## src/rtl/dmem_arbiter.sv

```systemverilog
// dmem_arbiter: shares one data memory between two requester ports.
// Each port posts one-cycle load/store pulses into a one-deep pending slot.
// A three-state FSM (IDLE -> ISSUE -> WAIT) keeps at most one memory access
// in flight and answers the owning port with a one-cycle done pulse. It
// aborts an access that waits MAX_WAIT cycles without a memory response.
module dmem_arbiter #(
    parameter int unsigned MAX_WAIT = 255
) (
    input  logic        clk_i,
    input  logic        reset_i,
    input  logic        req0_read_i,
    input  logic        req0_write_i,
    input  logic [31:0] req0_addr_i,
    input  logic [31:0] req0_data_i,
    output logic        req0_done_o,
    output logic [31:0] req0_rd_data_o,
    input  logic        req1_read_i,
    input  logic        req1_write_i,
    input  logic [31:0] req1_addr_i,
    input  logic [31:0] req1_data_i,
    output logic        req1_done_o,
    output logic [31:0] req1_rd_data_o,
    output logic        mem_read_o,
    output logic        mem_write_o,
    output logic [31:0] mem_addr_o,
    output logic [31:0] mem_data_o,
    input  logic [31:0] mem_rd_data_i,
    input  logic        mem_done_i,
    output logic        grant_o,
    output logic        busy_o,
    output logic        overflow_o,
    output logic        timeout_o
);

    typedef enum logic [1:0] {
        ST_IDLE  = 2'd0,
        ST_ISSUE = 2'd1,
        ST_WAIT  = 2'd2
    } state_t;

    localparam logic [7:0] MAX_WAIT_C = 8'(MAX_WAIT);

    state_t     state_q, state_d;
    logic       grant_q, grant_d;
    logic       rr_q, rr_d;
    logic [7:0] cnt_q, cnt_d;
    logic       overflow_q, overflow_d;
    logic       timeout_q, timeout_d;

    // Per-port request inputs gathered into vectors indexed by port number.
    logic [1:0]        rd_pulse, wr_pulse, any_pulse;
    logic [1:0][31:0]  addr_in, data_in;

    // Pending slot per port; op = 1 marks a store.
    logic [1:0]        pend_valid_q, pend_valid_d;
    logic [1:0]        pend_op_q, pend_op_d;
    logic [1:0][31:0]  pend_addr_q, pend_addr_d;
    logic [1:0][31:0]  pend_data_q, pend_data_d;

    logic [1:0]        take, drop, done_vec;
    logic              finish, abort;
    logic [31:0]       load_data;

    assign rd_pulse = {req1_read_i, req0_read_i};
    assign wr_pulse = {req1_write_i, req0_write_i};
    assign addr_in  = {req1_addr_i, req0_addr_i};
    assign data_in  = {req1_data_i, req0_data_i};

    // A slot accepts a pulse when empty, or when its current access is being
    // answered this very cycle (so a requester can chain back-to-back).
    // Otherwise the pulse is lost and flagged as overflow.
    genvar gi;
    generate
        for (gi = 0; gi < 2; gi++) begin : g_port
            assign any_pulse[gi]    = rd_pulse[gi] | wr_pulse[gi];
            assign take[gi]         = any_pulse[gi] & (~pend_valid_q[gi] | done_vec[gi]);
            assign drop[gi]         = any_pulse[gi] & pend_valid_q[gi] & ~done_vec[gi];
            assign pend_valid_d[gi] = take[gi] | (pend_valid_q[gi] & ~done_vec[gi]);
            // Store wins when load and store pulse together.
            assign pend_op_d[gi]    = take[gi] ? wr_pulse[gi] : pend_op_q[gi];
            assign pend_addr_d[gi]  = take[gi] ? addr_in[gi] : pend_addr_q[gi];
            assign pend_data_d[gi]  = take[gi] ? data_in[gi] : pend_data_q[gi];
        end
    endgenerate

    // Pending slot registers for both ports.
    always_ff @(posedge clk_i or posedge reset_i) begin
        if (reset_i) begin
            pend_valid_q <= '0;
            pend_op_q    <= '0;
            pend_addr_q  <= '0;
            pend_data_q  <= '0;
        end else begin
            pend_valid_q <= pend_valid_d;
            pend_op_q    <= pend_op_d;
            pend_addr_q  <= pend_addr_d;
            pend_data_q  <= pend_data_d;
        end
    end

    // FSM, grant, round-robin pointer, wait counter and sticky flags.
    always_ff @(posedge clk_i or posedge reset_i) begin
        if (reset_i) begin
            state_q    <= ST_IDLE;
            grant_q    <= 1'b0;
            rr_q       <= 1'b0;
            cnt_q      <= 8'd0;
            overflow_q <= 1'b0;
            timeout_q  <= 1'b0;
        end else begin
            state_q    <= state_d;
            grant_q    <= grant_d;
            rr_q       <= rr_d;
            cnt_q      <= cnt_d;
            overflow_q <= overflow_d;
            timeout_q  <= timeout_d;
        end
    end

    // Next-state logic: arbitrate in IDLE, strobe for one cycle in ISSUE,
    // then wait for the response or give up after MAX_WAIT cycles.
    always_comb begin
        state_d    = state_q;
        grant_d    = grant_q;
        rr_d       = rr_q;
        cnt_d      = cnt_q;
        timeout_d  = timeout_q;
        overflow_d = overflow_q | (|drop);
        finish     = 1'b0;
        abort      = 1'b0;
        case (state_q)
            ST_IDLE: begin
                if (|pend_valid_q) begin
                    // Both waiting: round-robin pointer decides; else the lone one.
                    grant_d = (&pend_valid_q) ? rr_q : pend_valid_q[1];
                    state_d = ST_ISSUE;
                end
            end
            ST_ISSUE: begin
                cnt_d   = 8'd0;
                state_d = ST_WAIT;
            end
            ST_WAIT: begin
                if (mem_done_i) begin
                    finish  = 1'b1;
                    rr_d    = ~grant_q;
                    state_d = ST_IDLE;
                end else begin
                    cnt_d = cnt_q + 8'd1;
                    if (cnt_d == MAX_WAIT_C) begin
                        abort     = 1'b1;
                        timeout_d = 1'b1;
                        rr_d      = ~grant_q;
                        state_d   = ST_IDLE;
                    end
                end
            end
            default: begin
                state_d = ST_IDLE;
            end
        endcase
    end

    assign done_vec  = {(finish | abort) & grant_q, (finish | abort) & ~grant_q};
    assign load_data = (finish && !pend_op_q[grant_q]) ? mem_rd_data_i : 32'd0;

    // Memory-side strobes and buses are live only during the ISSUE cycle.
    always_comb begin
        mem_read_o  = 1'b0;
        mem_write_o = 1'b0;
        mem_addr_o  = 32'd0;
        mem_data_o  = 32'd0;
        if (state_q == ST_ISSUE) begin
            mem_read_o  = ~pend_op_q[grant_q];
            mem_write_o = pend_op_q[grant_q];
            mem_addr_o  = pend_addr_q[grant_q];
            mem_data_o  = pend_data_q[grant_q];
        end
    end

    assign req0_done_o    = done_vec[0];
    assign req1_done_o    = done_vec[1];
    assign req0_rd_data_o = done_vec[0] ? load_data : 32'd0;
    assign req1_rd_data_o = done_vec[1] ? load_data : 32'd0;
    assign grant_o        = grant_q;
    assign busy_o         = (state_q != ST_IDLE);
    assign overflow_o     = overflow_q;
    assign timeout_o      = timeout_q;

endmodule

```

## config.mk

```make
export PLATFORM = sky130hd
export DESIGN_NAME = dmem_arbiter
export DESIGN_NICKNAME = d
export VERILOG_FILES = /design/src/rtl/dmem_arbiter.sv
export SDC_FILE = /design/constraint.sdc
export NUM_CORES = 1
export LEC_CHECK = 0
export BUFFER_PORTS_ARGS = -buffer_cell sky130_fd_sc_hd__buf_2
export CAP_MARGIN = 5
export CELL_PAD_IN_SITES_DETAIL_PLACEMENT = 2
export CELL_PAD_IN_SITES_GLOBAL_PLACEMENT = 2
export CORE_ASPECT_RATIO = 0.6
export CORE_MARGIN = 5
export CORE_UTILIZATION = 30
export DETAILED_ROUTE_END_ITERATION = 10
export PLACE_DENSITY_LB_ADDON = 0.1
export SLEW_MARGIN = 10
export SYNTH_ARGS = -nofsm -noshare
export SYNTH_HDL_FRONTEND = slang
export SYNTH_SLANG_ARGS = --single-unit
```

## constraint.sdc

```tcl
create_clock -name clk_i -period 6.3 [get_ports clk_i]
set_input_delay 1.26 -clock clk_i [delete_from_list [all_inputs] [get_ports clk_i]]
set_output_delay 1.26 -clock clk_i [all_outputs]
set_load 0.02 [all_outputs]
```

* Yosys cells after proc, flatten, opt, wreduce, memory -nomap -nowiden *
Index checks and enable logic that the tools add are counted.

operators by class
  bitwise logic cells = 25
  add/subtract/negate cells = 1
  multiplexer cells = 27
  equality and inequality tests = 6
  order comparisons = 1
  reductions and logical operators = 14

operator list
  operator               count
  $mux W32               9
  $pmux W8 S2            1
  $mux W1                12
  $and A1 B1 Y1          10
  $reduce_and A2 Y1      5
  $add A8 B1 Y8 const B  1
  $eq A8 B8 Y1 const B   1
  $mux W8                1
  $or A1 B1 Y1           8
  $not A1 Y1             7
  $mux W2                3
  $pmux W2 S3            1
  $reduce_bool A2 Y1     3
  $ne A2 B2 Y1 const B   2
  $reduce_or A2 Y1       2
  $ne A3 B3 Y1 const B   1
  $reduce_and A3 Y1      1
  $eq A2 B1 Y1 const B   1
  $eq A2 B2 Y1 const B   1
  $logic_not A2 Y1       1
  $lt A1 B2 Y1 const B   1
  $logic_and A1 B1 Y1    1
  $logic_not A1 Y1       1

word-level totals
  logic and storage cells = 87
  input bits = 167
  register bits = 146
  output and inout port bits = 136

* Longest topological paths before layout *
Gate-level depths: netlist of run 1.

  depth after elaboration = 11
  gate-level depth with buffers = 7
  gate-level depth less buffers = 6

* Worst setup path after synthesis of run 1 *
OpenSTA, ideal clock, no wires.

  path kind = input to output
  start point = input port mem_done_i
  end point = output port req0_rd_data_o[24]
  path slack = 2406 ps
  cell stages on the path = 5
  data required time = 5040 ps
  buffers on the path = 1
  arrival = 2634 ps
  cells stage by stage = a32o_1 -> a21oi_2 -> nor3_1 -> clkbuf_1 -> and3_1

between the ends
  cells in the longest elaborated chain, start to end = 5
  elaborated cells between the ends (all ways) = 9
  those cells by class = mux: 6; bitwise: 2; reduce/logical: 1

ends and longest elaborated chain
  element            RTL line  source
  start, declared    28        input logic mem_done_i,
  $mux W1            144       if (mem_done_i) begin
  $mux W1            131       case (state_q)
  $or A1 B1 Y1 (*)   164       assign done_vec = {(finish | abort) & grant_q, (finish | abort) & ~grant_q};
  $and A1 B1 Y1 (*)  164
  via req0_done_o    15        output logic req0_done_o,
  $mux W32 (*)       183       assign req0_rd_data_o = done_vec[0] ? load_data : 32'd0;
  end, declared      16        output logic [31:0] req0_rd_data_o,

Mark *: on every way through the listed nets, which the timed path passes. The rest lies on a longest branch.

* Worst setup path after layout of run 1 *
  start point = register grant_q, in the netlist grant_o
  end point = output port req1_rd_data_o[8]

between the ends
  cells in the longest elaborated chain, start to end = 6
  elaborated cells between the ends (all ways) = 7
  those cells by class = mux: 4; bitwise: 1; reduce/logical: 2

ends and longest elaborated chain
  element                                      RTL line  source
  start, declared                              44        logic grant_q, grant_d;
  start signal, assigned                       112       grant_q <= grant_d;
  $mux W1 (not written as such) (2 in series)  165       assign load_data = (finish && !pend_op_q[grant_q]) ? mem_rd_data_i : 32'd0;
  $logic_not A1 Y1                             165
  $logic_and A1 B1 Y1                          165
  $mux W32                                     165
  $mux W32 (*)                                 184       assign req1_rd_data_o = done_vec[1] ? load_data : 32'd0;
  end, declared                                22        output logic [31:0] req1_rd_data_o,

Every way passes the cells marked *; elsewhere a longest branch is shown, timed or not. The select of a mux whose other input is x is not followed.

==> results of run 1 <==
-- final cells by class --
class                      count  area [um2]
inverter                       9        38.8
multi-input combinational    410        3360
sequential                   146        3660
fill                        2581       14400
clock inverter                10         110
clock buffer                  21         450
antenna                        1        2.50
tap                          322         403
timing repair buffer         310        1570
-- layout by cell type, fill, tap and decap left out, drive strengths merged, types with 8 or more instances in the layout --
cell type / instances
nor2: 69
mux2i: 65
inv: 10
and3: 67
clkbuf: 21
nand3: 8
buf: 310
mux2: 128
nand2: 8
o21ai: 17
dfrtp: 146
-- registers in the layout, indices dropped and copies added, names as in the netlist --
name	flops
cnt_q	8
grant_o	1
overflow_o	1
pend_addr_q	64
pend_data_q	64
pend_op_q	2
pend_valid_q	2
rr_q	1
state_q	2
timeout_o	1
-- through the flow --
| step | util (%) | power (mW) |
|---|---|---|
| after floorplan | - | 2.79 |
| after global placement | 37.6 | 3.25 |
| after detailed placement | 37.6 | 3.36 |
| after CTS | 39.9 | 4.38 |
| after global routing | 40.0 | 4.60 |
| final | 40.0 | 4.29 |
-- power by group --
part / switching, mW / total (mW) / internal [mW] / leakage, nW
combinational: 0.899 / 1.65 / 0.750 / 3.11
clock: 0.396 / 0.985 / 0.589 / 0.277
sequential: 0.290 / 1.66 / 1.37 / 1.77
-- worst paths after layout --
kind,endpoint,slack (ns),depth (start not counted)
min in group asynchronous,pend_data_q[5],1.02,2
worst max register to register,pend_data_q[17],3.22,7
worst max-delay path,req1_rd_data_o[8],1.66,5
worst min register to register,timeout_o,0.46,1
worst min-delay path,timeout_o,0.46,1
max in group asynchronous,pend_addr_q[15],4.03,3
-- critical path: stages, from the launching register on --
cell and delay (ns):
dfrtp_4 0.84, mux2i_1 0.46, and3_1 0.87, buf_4 0.39
and3_1 0.21, buf_2 0.17
-- cell families after synthesis --
| family | Yosys count | share of synthesized area [%] |
|---|---|---|
| buf+inv | 54 | 3.55 |
| flops | 146 | 50.4 |
| xor+xnor | 3 | 0.362 |
| compound gates | 41 | 4.52 |
| fa+ha+maj | 2 | 0.345 |
| simple gates | 171 | 12.0 |
| mux | 193 | 28.8 |
-- routing by layer --
layer / global-route usage, % / up-vias / wire, um
li1: - / 2739 / -
met1: 22.4 / 3054 / 10500
met2: 30.4 / 120 / 12600
met3: 5.34 / 33 / 1440
met4: 4.80 / 12 / 272
met5: 0 / - / 62
==> results.json, run 1 <==
{
  "drtIter0Drc": 137,
  "cts.clk_slew.worst_paths_ns": 0.06,
  "area_growth_pct": 32.3,
  "finalSetupViolations": 0,
  "post_cts_resized": 0,
  "design.die.area_mm2": 0.0275,
  "ant_nets": 0,
  "root_buffer": "clkbuf_16",
  "rsz0062_at_grt": "false",
  "dieHeight_um": 130,
  "synth_top_area_share_pct": 50.4,
  "worst_slack_ns": 1.66,
  "post-route-period-util_pct": 73.6,
  "crit_type": "reg -> out",
  "antenna_found_initial": 8,
  "boundaryPins": 303,
  "clk_path_buf_depth": 2,
  "yosysTopAreaCell": "dfrtp_1",
  "syn_nets": 779,
  "synth.distinct_cells": 42,
  "async_flop_share_pct": 100,
  "power_density_mw_per_mm2": 447,
  "place_area_mm2": 0.00903,
  "startpoint": "grant_o",
  "finalMaxSlewViolations": 0,
  "final-hold-violation-count": 0,
  "required_ns": 5.04,
  "timing.hold.ws_ns": 0.463,
  "vias": 5958,
  "fmax_mhz": 216,
  "run_status": "complete, no violations",
  "critical_path_arrival_ns": 3.38,
  "place_congestion": 0.795,
  "grt.overflow.total": 0,
  "num_rows": 44,
  "place_worst_setup_slack_ns": 1.65,
  "power_leakage_nw": 5.16,
  "min_path_type": "reg -> reg",
  "core_area_mm2": 0.0240,
  "cp-end-kind": "output port",
  "wirelength_um": 24900,
  "synth.area.top_cells": "dfrtp_1, mux2_2, mux2i_1",
  "ys_ff_latch": 146,
  "vias_per_cell": 4.85,
  "min_from": "timeout_o",
  "io_buffer_count": 302,
  "ys.flop_type": "dfrtp_1",
  "syn_inst": 610,
  "wl_per_cell_um": 20.3,
  "hpwl_um": 18100,
  "drtPass1Iterations": 4,
  "cts_hold_buf": 0,
  "grt_pass1_wl_um": 38600,
  "grt_use_total_pct": 17.8,
  "synth.avg_cell_area_um2": 11.9,
  "cts_made_buffers": 17,
  "synthTopCellsByCount": "dfrtp_1, mux2_2, nor2_1",
  "r2r_start": "cnt_q[0]",
  "grt_pass1_vias": 6697,
  "drc": 0,
  "die_w_um": 211,
  "drv_cap": 0,
  "final_nets": 1063,
  "yosysMostFrequentCell": "dfrtp_1",
  "clock_skew_ns": 0.00868,
  "cts_setup_buffers": 0,
  "cp-start-kind": "register",
  "cts_sinks": 146,
  "start_util_pct": 30.2,
  "synth_edf_count": 0,
  "ir_drop_mv": 0.198,
  "clk_latency_ns": 0.43,
  "critPathMaxFanout": 37,
  "netlist_area_mm2": 0.00726,
  "fin_cells": 1229,
  "slew_headroom_pct": 35.0,
  "dp_cells": 1197,
  "drive_gt1_share_pct": 50.9,
  "worst_pin_slew_ns": 0.975,
  "tns_ns": 0,
  "ys_warn_count": 0,
  "htree_levels": 4,
  "cts_tree": "yes",
  "min_period_ns": 4.64,
  "final_design_area_no_fill_mm2": 0.00960,
  "synth.yosys.seq_area_share_pct": 50.4,
  "grt_max_degree": 92
}
Power figures use the tool's default switching activity.
==> inputs of run 2 (changes only) <==
--- a/config.mk
+++ b/config.mk
@@ -5,13 +5,14 @@
 export SDC_FILE = /design/constraint.sdc
 export NUM_CORES = 1
 export LEC_CHECK = 0
+export ABC_AREA = 1
 export BUFFER_PORTS_ARGS = -buffer_cell sky130_fd_sc_hd__buf_2
 export CAP_MARGIN = 5
 export CELL_PAD_IN_SITES_DETAIL_PLACEMENT = 2
 export CELL_PAD_IN_SITES_GLOBAL_PLACEMENT = 2
 export CORE_ASPECT_RATIO = 0.6
 export CORE_MARGIN = 5
-export CORE_UTILIZATION = 30
+export CORE_UTILIZATION = 23
 export DETAILED_ROUTE_END_ITERATION = 10
 export PLACE_DENSITY_LB_ADDON = 0.1
 export SLEW_MARGIN = 10
==> constraint.sdc (replaced) <==
create_clock -name clk_i -period 4.05 [get_ports clk_i]
set_input_delay 0.81 -clock clk_i [delete_from_list [all_inputs] [get_ports clk_i]]
set_output_delay 0.81 -clock clk_i [all_outputs]
set_load 0.02 [all_outputs]
==> run 2 against run 1 <==
Against the previous run:
- sequential share of layout area is 1.1 points lower
- count of clock-buffer cells in the layout is 2 higher
- largest power group is now combinational cells
- worst setup slack lost 1.4 ns
- critical endpoint is now req1_rd_data_o[13]
- final cell count is 38% higher
- area after synthesis up 2.6%
==> results.json, run 2 <==
{
  "synthTopCellsByCount": "nand2_1, dfrtp_1, nand3_1",
  "cts_tree": "yes",
  "fmax_mhz": 265,
  "ys_ff_latch": 146,
  "drtPass1Iterations": 4,
  "rr_worst_depth": 13,
  "area_growth_pct": 32.7,
  "syn_nets": 1168,
  "clock_skew_ns": 0.00736,
  "vias_per_cell": 4.56,
  "total_power_mw": 7.05,
  "synth-simple-area-share_pct": 36.6,
  "ant_nets": 0,
  "slew_headroom_pct": 34.6,
  "run_status": "complete, no violations",
  "ys_warn_count": 0,
  "power_density_mw_per_mm2": 714,
  "start_util_pct": 23.1,
  "cts_setup_buffers": 0,
  "wl_met1_um": 17100,
  "p_int_mw": 4.11,
  "final_nets": 1427,
  "finalMaxSlewViolations": 0,
  "grt_pass1_wl_um": 52300,
  "cts.clk_slew.worst_paths_ns": 0.06,
  "post_cts_resized": 0,
  "synth.avg_cell_area_um2": 7.45,
  "reg_top3": "pend_addr_q x64, pend_data_q x64, cnt_q x8",
  "top_layer": "met5",
  "multiInputGateArea_mm2": 0.00316,
  "fillers": 3813,
  "cts_sinks": 146,
  "power_frac_seq_pct": 35.1,
  "async_flop_share_pct": 100,
  "min_path_type": "reg -> reg",
  "drv_cap": 0,
  "syn_inst": 999,
  "netlist_area_mm2": 0.00744,
  "synthMuxAreaShare_pct": 0,
  "yosysMostFrequentCell": "nand2_1",
  "die_w_um": 242,
  "critical_path_arrival_ns": 2.97,
  "cts_hold_buf": 0,
  "yosysTopAreaCell": "dfrtp_1",
  "synth.distinct_cells": 25,
  "wl_met2_um": 15100,
  "grt_max_degree": 147,
  "netSwitchingPower_mw": 2.94,
  "synth_edf_count": 0,
  "p_sw_share_pct": 41.7,
  "design.die.area_mm2": 0.0362,
  "clk_latency_ns": 0.44,
  "register_area_mm2": 0.00365,
  "synthXorXnorAreaFrac_pct": 0,
  "comb_power_share_pct": 38.3,
  "rsz0062_at_grt": "false",
  "route.met3.wl_um": 1270,
  "root_buffer": "clkbuf_16",
  "io_buffer_count": 302,
  "synth_top_area_share_pct": 49.1,
  "drive_gt1_share_pct": 28.4,
  "final-hold-violation-count": 0,
  "finalSetupViolations": 0,
  "cp-end-kind": "output port",
  "worstHoldPathCells": 2,
  "synth_compound_area_share_pct": 5.46,
  "drc": 0,
  "dieHeight_um": 149,
  "num_rows": 51,
  "htree_levels": 4,
  "grt_pass1_vias": 8357,
  "required_ns": 3.24,
  "grt_use_total_pct": 18.7,
  "wirelength_um": 33700,
  "critPathMaxFanout": 35,
  "final_cell_mix": "nand2_1, buf_2, dfrtp_1",
  "power_leakage_nw": 5.38,
  "min_period_ns": 3.78,
  "hpwl_um": 23100,
  "layout_commonest_cell": "nand2_1",
  "grt.overflow.total": 0,
  "ys.flop_type": "dfrtp_1",
  "place_area_mm2": 0.00919,
  "wl_per_cell_um": 19.9,
  "pwr-share-clk_pct": 26.6,
  "synth-adder-area-share_pct": 0.336,
  "cp-start-kind": "register",
  "tns_ns": 0,
  "final_design_area_no_fill_mm2": 0.00987,
  "ir_drop_mv": 0.293,
  "place_congestion": 0.824,
  "post-route-period-util_pct": 93.3,
  "worst_pin_slew_ns": 0.981,
  "antenna_found_initial": 2,
  "synth.yosys.seq_area_share_pct": 49.1,
  "boundaryPins": 303,
  "core_area_mm2": 0.0322,
  "vias": 7738,
  "synth.area.top_cells": "dfrtp_1, nand2_1, nand3_1",
  "cts_made_buffers": 17,
  "drtIter0Drc": 318,
  "clk_path_buf_depth": 2,
  "crit_type": "reg -> out",
  "synth_top_family_by_area": "simple AND/OR/NAND/NOR gates"
}
run 2: changes by cell type after synthesis, moves of 14 or more:
| cell | delta |
|---|---|
| a21oi_1 | +63 |
| nand2_1 | +407 |
| nor3_1 | +62 |
| mux2_1 | -17 |
| nor2_1 | -55 |
| mux2i_1 | -65 |
| inv_1 | +45 |
| nand3_1 | +129 |
| and3_1 | -67 |
| mux2_2 | -111 |
| clkbuf_1 | +14 |
run 2: stage by stage:
stage,utilization (%),hold WS [ns],std cells,setup WS (ns)
after global routing,30.7,0.491,1696,0.0690
after global placement,28.6,0.455,1663,0.811
after floorplan,-,0.434,999,1.15
after CTS,30.7,0.474,1695,0.290
after detailed placement,28.6,0.455,1663,0.809
final,30.7,0.471,1696,0.273
run 2: area by class of cell:
cell class                      count  share of cell area, %
Sequential cell                   146                   37.0
Clock inverter                      9                   2.03
Timing Repair Buffer              315                   16.5
Tap cell                          424                   5.37
Multi-Input combinational cell    723                   32.0
Antenna cell                        1                 0.0253
Clock buffer                       23                   4.84
Inverter                           55                   2.13
run 2: path summary, 6_finish.rpt:
kind	slack, ns	to	start
min in group asynchronous	0.56	pend_addr_q[21]	reset_i
min reg2reg	0.47	pend_addr_q[17]	pend_addr_q[17]
max	0.27	req1_rd_data_o[13]	cnt_q[1]
max in group asynchronous	2.62	grant_o	reset_i
max reg2reg	0.81	pend_data_q[51]	cnt_q[1]
min	0.47	pend_addr_q[17]	pend_addr_q[17]
run 2: worst max-delay path, cell delays in order, from the launching register on:
cell and delay (ns):
dfrtp_1 0.43, ha_1 0.25, nand2_1 0.10, nand2_1 0.10
nor2_1 0.13, nand3_1 0.12, nor2_1 0.11, nand2_1 0.09
nand2_2 0.14, nand3_4 0.36, nor3_1 0.44, buf_2 0.24
run 2: power groups by stage:
stage / combinational (mW) / clock, mW / sequential (mW)
2_1_floorplan: 1.86 / 0 / 2.40
3_3_place_gp: 2.73 / 0 / 2.47
3_5_place_dp: 2.80 / 0 / 2.49
4_1_cts: 2.80 / 1.92 / 2.47
5_1_grt: 3.09 / 1.99 / 2.56
6_report: 2.70 / 1.87 / 2.47
run 2: kinds of logic after synthesis:
family	after synthesis
compound gates	79
flops	146
buf+inv	130
simple gates	642
fa+ha+maj	2
run 2: layer usage:
layer  GRT usage (%)  vias to the layer above
li1                -                     3720
met1            26.8                     3841
met2            29.3                      149
met3            4.15                       26
met4            3.76                        2
met5               0                        -
==> inputs of run 3 (changes only) <==
==> constraint.sdc (replaced) <==
create_clock -name clk_i -period 4.05 [get_ports clk_i]
set_input_delay 0.2025 -clock clk_i [delete_from_list [all_inputs] [get_ports clk_i]]
set_output_delay 0.2025 -clock clk_i [all_outputs]
set_load 0.02 [all_outputs]
==> run 3 against run 2 <==
Against the previous run:
- count of clock-buffer cells in the layout increased by 1
- critical path depth decreased by 5
- worst hold slack got worse by 0.45 ns
- worst setup slack improved by 0.58 ns
- fmax increased by 18%
- flip-flop and latch count unchanged
- final area increased by 7.4%
- die area unchanged
- register-to-register slack improved by 0.13 ns
- critical endpoint is now req1_rd_data_o[2]
- highest routed layer is now met4
==> results.json, run 3 (synthesis gave the netlist of run 2 again) <==
{
  "r2r_slack_ns": 0.94,
  "post-route-period-util_pct": 78.9,
  "ant_nets": 0,
  "drtPass1Iterations": 5,
  "cp-start-kind": "register",
  "wirelength_um": 34800,
  "boundaryPins": 303,
  "wl_met2_um": 16100,
  "p_sw_share_pct": 42.8,
  "route.met3.wl_um": 1030,
  "cts_tree": "yes",
  "drv_cap": 0,
  "postLayoutCoreUtil_pct": 33.0,
  "cp-end-kind": "output port",
  "crit_top_cell": "buf_4",
  "run_status": "complete, no violations",
  "clock_skew_ns": 0.00977,
  "area_growth_pct": 42.5,
  "total_power_mw": 6.98,
  "final_cell_mix": "nand2_1, buf_2, dfrtp_1",
  "vias": 8123,
  "drc": 0,
  "power_leakage_nw": 5.67,
  "cts_made_buffers": 17,
  "top_layer": "met4",
  "startpoint": "grant_o",
  "max_stage_delay_ns": 0.72,
  "cts_hold_buf": 77,
  "final_design_area_no_fill_mm2": 0.0106,
  "worst_hold_path.endpoint": "pend_data_q[62]",
  "root_buffer": "clkbuf_16",
  "grt_pass1_wl_um": 54800,
  "cts_setup_buffers": 0,
  "finalSetupViolations": 0,
  "r2r-end": "pend_addr_q[3]",
  "drive_gt1_share_pct": 26.9,
  "die_w_um": 242,
  "rr_worst_depth": 15,
  "netSwitchingPower_mw": 2.98,
  "dieHeight_um": 149,
  "grt_use_total_pct": 19.4,
  "clk_path_buf_depth": 2,
  "io_buffer_count": 302,
  "crit_chain": "buf_4 > o21ai_0 > nand3_2 > buf_4 > nor3_1 > buf_2",
  "r2r_start": "cnt_q[1]",
  "final-hold-violation-count": 0,
  "layout_commonest_cell": "nand2_1",
  "p_int_mw": 4.00,
  "fmax_mhz": 313,
  "min_from": "req1_data_i[30]",
  "reg_top3": "pend_addr_q x64, pend_data_q x64, cnt_q x8",
  "hpwl_um": 23300,
  "cts_sinks": 146,
  "num_rows": 51,
  "design.die.area_mm2": 0.0362,
  "comb_power_share_pct": 40.2,
  "cts.clk_slew.worst_paths_ns": 0.06,
  "critPathMaxFanout": 67,
  "final_nets": 1507,
  "cp_slowest_cell": "buf_4",
  "worst_pin_slew_ns": 0.913,
  "crit_type": "reg -> out",
  "critical_path_arrival_ns": 2.99,
  "power_density_mw_per_mm2": 658,
  "place_area_mm2": 0.00922,
  "timing.hold.ws_ns": 0.0219,
  "drtIter0Drc": 356,
  "tns_ns": 0,
  "place_congestion": 0.805,
  "post_cts_resized": 0,
  "power_frac_seq_pct": 35.6,
  "vias_per_cell": 4.57,
  "grt_max_degree": 87,
  "pwr-share-clk_pct": 24.2,
  "wl_met1_um": 17300,
  "required_ns": 3.85,
  "min_path_type": "in -> reg",
  "start_util_pct": 23.1,
  "ir_drop_mv": 0.260,
  "clk_latency_ns": 0.43,
  "antenna_found_initial": 1,
  "worstHoldPathCells": 3,
  "wl_per_cell_um": 19.6,
  "core_area_mm2": 0.0322,
  "grt.overflow.total": 0,
  "min_period_ns": 3.19,
  "htree_levels": 4,
  "grt_pass1_vias": 8834,
  "slew_headroom_pct": 39.2,
  "finalMaxSlewViolations": 0,
  "rsz0062_at_grt": "false"
}
run 3: cell type report:
type | count | area (um2)
fillers | 3818 | 21600
clock buffers | 24 | 492
clock inverters | 8 | 125
well taps | 424 | 531
multi-input cells | 723 | 3160
inverters | 55 | 210
repair buffers | 395 | 2430
diodes | 1 | 2.50
flip-flops and latches | 146 | 3650
run 3: worst max path at each step:
stage / cells after the start / to / slack, ns
2_1_floorplan: 6 / req0_rd_data_o[10] / 1.76
3_3_place_gp: 15 / pend_data_q[15] / 1.06
3_5_place_dp: 15 / pend_data_q[20] / 0.96
4_1_cts: 6 / req1_rd_data_o[13] / 0.83
5_1_grt: 6 / req0_rd_data_o[0] / 0.56
6_report: 6 / req1_rd_data_o[2] / 0.86
run 3: critical path, delay by kind of cell (launching register included):
kind            cells  cell delay (ns)
simple gates        2             0.28
compound gates      1             0.43
flops               1             0.37
buf+inv             3             1.44
run 3: metrics by stage:
stage | std cells | worst slack (ns)
detailed placement | 1666 | 0.964
global route | 1776 | 0.561
finish | 1776 | 0.855
floorplan | 999 | 1.76
CTS | 1775 | 0.829
global placement | 1666 | 1.06
run 3: routing by layer:
| layer | vias up | track usage [%] |
|---|---|---|
| met2 | 141 | 31.4 |
| met3 | 17 | 3.30 |
| met4 | 0 | 3.88 |
| li1 | 3879 | - |
| met1 | 4086 | 27.6 |
| met5 | - | 0 |
run 3: power by group through the flow:
| stage | clock, mW | combinational [mW] | sequential [mW] |
|---|---|---|---|
| final | 1.69 | 2.80 | 2.49 |
| after global routing | 1.80 | 3.17 | 2.57 |
| after CTS | 1.73 | 2.88 | 2.48 |
| after detailed placement | 0 | 2.81 | 2.50 |
| after global placement | 0 | 2.74 | 2.48 |
| after floorplan | 0 | 1.86 | 2.40 |
